--- src/rtl/alu_arbiter.sv ---
// Round-robin arbiter that lends one combinational ALU to two requesters.
// It latches the operands, holds them for a per-opcode time, then holds the result until the owner accepts it.
module alu_arbiter #(
    parameter int unsigned MULDIV_CYCLES = 4,
    parameter int unsigned OTHER_CYCLES  = 1
) (
    input  logic        clk,
    input  logic        rst_n,
    input  logic        r0_valid,
    output logic        r0_ready,
    input  logic [5:0]  r0_op,
    input  logic [31:0] r0_a,
    input  logic [31:0] r0_b,
    input  logic [7:0]  r0_flags,
    output logic        r0_resp_valid,
    input  logic        r0_resp_ready,
    output logic [31:0] r0_result,
    output logic [7:0]  r0_flags_out,
    input  logic        r1_valid,
    output logic        r1_ready,
    input  logic [5:0]  r1_op,
    input  logic [31:0] r1_a,
    input  logic [31:0] r1_b,
    input  logic [7:0]  r1_flags,
    output logic        r1_resp_valid,
    input  logic        r1_resp_ready,
    output logic [31:0] r1_result,
    output logic [7:0]  r1_flags_out,
    output logic [31:0] alu_a,
    output logic [31:0] alu_b,
    output logic [5:0]  alu_op,
    output logic [7:0]  alu_flags_in,
    input  logic [31:0] alu_result,
    input  logic [7:0]  alu_flags_out,
    output logic        busy
);

    typedef enum logic [1:0] {IDLE, EXEC, RESP} state_t;

    state_t      state, state_next;
    logic [3:0]  cnt;
    logic        ptr;    // requester granted most recently
    logic        owner;
    logic [31:0] a_q, b_q;
    logic [5:0]  op_q;
    logic [7:0]  flags_q;
    logic [31:0] result_q [2];
    logic [7:0]  flags_out_q [2];

    logic        grant_valid, grant_id;
    logic [5:0]  sel_op;
    logic [31:0] sel_a, sel_b;
    logic [7:0]  sel_flags;
    logic [3:0]  hold_cycles;

    always_comb begin
        grant_id = 1'b0;
        if (r0_valid && r1_valid) grant_id = ~ptr;
        else if (r1_valid)        grant_id = 1'b1;
        grant_valid = (state == IDLE) && rst_n && (r0_valid || r1_valid);
    end

    assign r0_ready  = grant_valid && !grant_id;
    assign r1_ready  = grant_valid && grant_id;
    assign sel_op    = grant_id ? r1_op    : r0_op;
    assign sel_a     = grant_id ? r1_a     : r0_a;
    assign sel_b     = grant_id ? r1_b     : r0_b;
    assign sel_flags = grant_id ? r1_flags : r0_flags;

    // MUL, DIV and MOD are the multi-cycle paths through the ALU.
    assign hold_cycles = (sel_op >= 6'h08 && sel_op <= 6'h0A) ? 4'(MULDIV_CYCLES) : 4'(OTHER_CYCLES);

    // NOTE: every output of this block gets a default first, so no path leaves it unassigned (no latch).
    always_comb begin
        state_next = state;
        case (state)
            IDLE:    if (grant_valid) state_next = EXEC;
            EXEC:    if (cnt == 4'd1) state_next = RESP;
            RESP:    if (owner ? r1_resp_ready : r0_resp_ready) state_next = IDLE;
            default: state_next = IDLE;
        endcase
    end

    // NOTE: non-blocking (<=) throughout, so every register samples the values from before the edge.
    always_ff @(posedge clk) begin
        if (!rst_n) begin
            state          <= IDLE;
            cnt            <= '0;
            ptr            <= 1'b1;
            owner          <= 1'b0;
            a_q            <= '0;
            b_q            <= '0;
            op_q           <= '0;
            flags_q        <= '0;
            // NOTE: the response registers are cleared too, because the result outputs must read 0 after reset.
            result_q[0]    <= '0;
            result_q[1]    <= '0;
            flags_out_q[0] <= '0;
            flags_out_q[1] <= '0;
        end else begin
            state <= state_next;
            case (state)
                IDLE: begin
                    if (grant_valid) begin
                        a_q     <= sel_a;
                        b_q     <= sel_b;
                        op_q    <= sel_op;
                        flags_q <= sel_flags;
                        owner   <= grant_id;
                        ptr     <= grant_id;
                        cnt     <= hold_cycles;
                    end
                end
                EXEC: begin
                    cnt <= cnt - 4'd1;
                    if (cnt == 4'd1) begin
                        result_q[owner]    <= alu_result;
                        flags_out_q[owner] <= alu_flags_out;
                    end
                end
                default: ;
            endcase
        end
    end

    assign alu_a         = a_q;
    assign alu_b         = b_q;
    assign alu_op        = op_q;
    assign alu_flags_in  = flags_q;
    assign r0_resp_valid = (state == RESP) && !owner;
    assign r1_resp_valid = (state == RESP) && owner;
    assign r0_result     = result_q[0];
    assign r1_result     = result_q[1];
    assign r0_flags_out  = flags_out_q[0];
    assign r1_flags_out  = flags_out_q[1];
    assign busy          = (state != IDLE);

endmodule

--- config.mk ---
export PLATFORM = sky130hd
export DESIGN_NAME = alu_arbiter
export DESIGN_NICKNAME = d
export VERILOG_FILES = /design/src/rtl/alu_arbiter.sv
export SDC_FILE = /design/constraint.sdc
export NUM_CORES = 1
export LEC_CHECK = 0
export BUFFER_PORTS_ARGS = -buffer_cell sky130_fd_sc_hd__buf_4
export CORE_MARGIN = 3
export CORE_UTILIZATION = 30
export CTS_BUF_LIST = sky130_fd_sc_hd__clkbuf_4 sky130_fd_sc_hd__clkbuf_8
export DETAILED_ROUTE_END_ITERATION = 16
export GPL_ROUTABILITY_DRIVEN = 0
export GPL_TIMING_DRIVEN = 0
export SKIP_CTS_REPAIR_TIMING = 1
export SYNTH_ARGS = -nofsm -noshare
export SYNTH_HDL_FRONTEND = slang
export SYNTH_SLANG_ARGS = --single-unit
--- constraint.sdc ---
create_clock -name clk -period 4.3 [get_ports clk]
set_clock_uncertainty 0.05 [all_clocks]
set_input_delay 0.215 -clock clk [delete_from_list [all_inputs] [get_ports clk]]
set_output_delay 0.215 -clock clk [all_outputs]
set_load 0.02 [all_outputs]
==> impl_results.md <==
* Total Power at 3.91 mW
* Crit path top cell by count: clkbuf_1
* Post-route cell area at about 11000 sq um
* R2R Setup Slk at 1790 ps
* Clock buffer depth at 2
* Vias in the first global route at around 6.4k
* GRT Util Overall at 0.190
* DP HPWL at a little under 20 mm
* DRT Pass-1 Iters at 4
* Max stage delay on crit path at between 500 and 600 ps
* Crit-path slowest cell: o21ai_4
* TritonCTS clock tree: done
* Cell Rows at 55
* Worst Tran Pin Value at between 800 and 900 ps
* Unique masters post-synth at 34
* Endpoints failing hold at 2
* Hold Path Stages at 3
* Max-slew violations at 0
* DP Area at around 10000 sq um
* Initial Utilization at 0.309
* Core area at roughly 23000 sq um
* Critical path depth at 5
* VDD IR-drop max at 0.178 mV
* Worst setup path category: register to register
* Die Footprint at between 20000 and 30000 sq um
* Syn Inst Count at 589
* Layout cells sized above 1 at 0.439
* Period minus WS final at ~2500 ps
* Setup tns final at 0 ps
* FMAX at about 400 MHz
* Boundary Pins at between 300 and 400
* Worst Setup SP: owner
* Layout Utilization at 0.470
* Antenna viol nets, final at 0
* First-pass GRT wire length at between 30 and 40 mm
* Status: finished with violations
* Violated checks: hold timing
* Clock transition at the registers of the reported paths at approximately 110 ps
* Area occupied by registers at roughly 4100 sq um
* Htree depth at 4
* WL final at around 26 mm
* Input/output buffers at about 360
* Avg Cell Area, Syn at 12.0 sq um
* Syn Nets at 793
* CP Cell Sequence: clkbuf_1 > inv_1 > clkbuf_1 > o21ai_4 > buf_12
* Pwr dens at 363 nW/um^2
* Root buffer cell: clkbuf_8
* Reg-to-reg startpoint: owner
* Die width at ~160 um
* Reg2Reg Depth at 5
* DP Cell Count at 1267
* Initial antenna violation count at 3
* Die H at about 160 um
* Drt wl/cell at between 15 and 20 um
* Total number of vias at ~6.2k
* Largest net degree at the start of global routing at 29
* CP Launch Type: register
* WP buf/inv at 4
* CTS Buf Count at 17
* HP Class: input pin to register
* Post-Place Setup Slack at approximately 1700 ps
* LEAKAGE at 5.77 nW
* Max-cap violation count at 0
* Layout Nets at about 1.2k
* Sequential element share of the synthesized area at 0.583
* Finished Layout Cells at between 1k and 1.5k
* Synth Cell Area at 7080 sq um
* CTS Sinks at 166
* Area Growth Syn to Fin at 52.2%
* Synth warn at 0
* Drt drc at 0
* Multi-input gate area at roughly 2700 sq um
* Worst-Skew Late Latency at roughly 450 ps
* 1st-iter DRT viols at 194
* Maximum fanout along the worst path at 25
* RR Endpoint: result_q[1][11]
* Crit path to: result_q[1][11]
* Top delay family on crit path: buffers and inverters
* Crit end category: register
* Setup ws final at approximately 1800 ps
* Filler cells at approximately 2.2k
* Worst hold margin at -17.6 ps
* Fin crit share at 0.584
* GRT overflow at 0
* #FFs+latches synth at roughly 170
* Crit path DAT at about 2600 ps
* RSZ-0062 raised after global routing: false
* Via density at ~4.8
* Slew margin rel. at 0.434
* CP Data Required Time at between 4000 and 5000 ps
* Finish-stage setup viols at 0
## state kept, by name (all words and copies together), names as in the netlist
signal and count:
alu_a 32, cnt 4, state 2, flags_out_q 16, owner 1, alu_op 6
result_q 64, ptr 1, alu_b 32, alu_flags_in 8
## worst min-delay path by stage
stage	startpoint	end
global route	alu_result[19]	result_q[0][19]
floorplan	r0_op[0]	alu_op[0]
CTS	r1_op[1]	alu_op[1]
finish	r0_op[5]	alu_op[5]
detailed placement	alu_op[5]	alu_op[5]
global placement	alu_op[5]	alu_op[5]
## final cells by class
cell class                 instances  area share
clock inverter                    15      0.0159
buffer                            55      0.0279
antenna                            3    0.000697
tap                              313      0.0364
inverter                           5     0.00174
multi-input combinational        363       0.247
timing repair buffer             375       0.266
clock buffer                      17      0.0217
sequential                       166       0.383
## Yosys cell counts
library cell  instances  area (sq um)
a21boi_1              2          15.0
ha_1                  2          25.0
a211o_1               1          8.76
inv_1                 5          18.8
o21a_1                2          15.0
nor4b_1               1          8.76
nand2_1              78           293
o2bb2ai_1             1          8.76
a21oi_1               1          5.00
o22ai_1               1          6.26
and3_1               84           526
nor2_2                1          6.26
buf_1                 1          3.75
buf_4                19           143
or4b_1                1          10.0
clkbuf_1             17          63.8
nor2b_1               2          12.5
nor3b_1               2          15.0
or2_1                 2          12.5
o21ai_1               8          40.0
nor3_1                2          10.0
and2_1                1          6.26
o21ai_0               4          20.0
and3b_1               1          8.76
dfxtp_1              86          1720
buf_2                18          90.1
o211a_1              72           721
edfxtp_1             80          2400
or4_1                 1          7.51
nand2b_1              1          6.26
nor2_1                3          11.3
nand3_1              10          50.1
o211ai_1              1          7.51
mux2i_1              78           781
## per-layer routing
layer,vias to the layer above,track usage,share of wire
met5,-,0,0
met4,0,0.0629,0.022
met3,26,0.0864,0.11
met2,282,0.337,0.50
met1,2980,0.199,0.37
li1,2961,-,-
## cell families after synthesis
kind of cell | Yosys count | synth area share
AND/OR/NAND/NOR | 190 | 0.139
flip-flops | 166 | 0.583
AO/OA/AOI/OAI | 93 | 0.120
multiplexers | 78 | 0.110
buffers and inverters | 60 | 0.0451
adder cells (fa/ha/maj) | 2 | 0.00353
## worst register-to-register path, stage by stage, from the launching register on
cell	delay [ps]
dfxtp_1	320
clkbuf_1	430
inv_1	230
clkbuf_1	310
o21ai_4	590
buf_12	280
## placed cells by master (no fill, tap or decap), types with 3 or more instances in the layout
master         count
nand3_1           10
nor2_1             3
inv_1              5
mux2i_1           78
clkbuf_8          17
o211a_1           72
and3_1            84
inv_8              6
o21ai_1            8
buf_4            382
dlygate4sd3_1     10
diode_2            3
dfxtp_1           86
edfxtp_1          80
inv_6              4
buf_2             18
clkbuf_1          17
nand2_1           78
## report_power, final
group          internal, mW  leakage (nW)  switching (mW)  total (mW)
logic                 0.417          4.02           0.460       0.877
registers              1.78          1.54          0.0609        1.84
clock network         0.495         0.210           0.703        1.20
total                  2.69          5.77            1.22        3.91
Note: power is estimated with default switching activity, not from simulation.
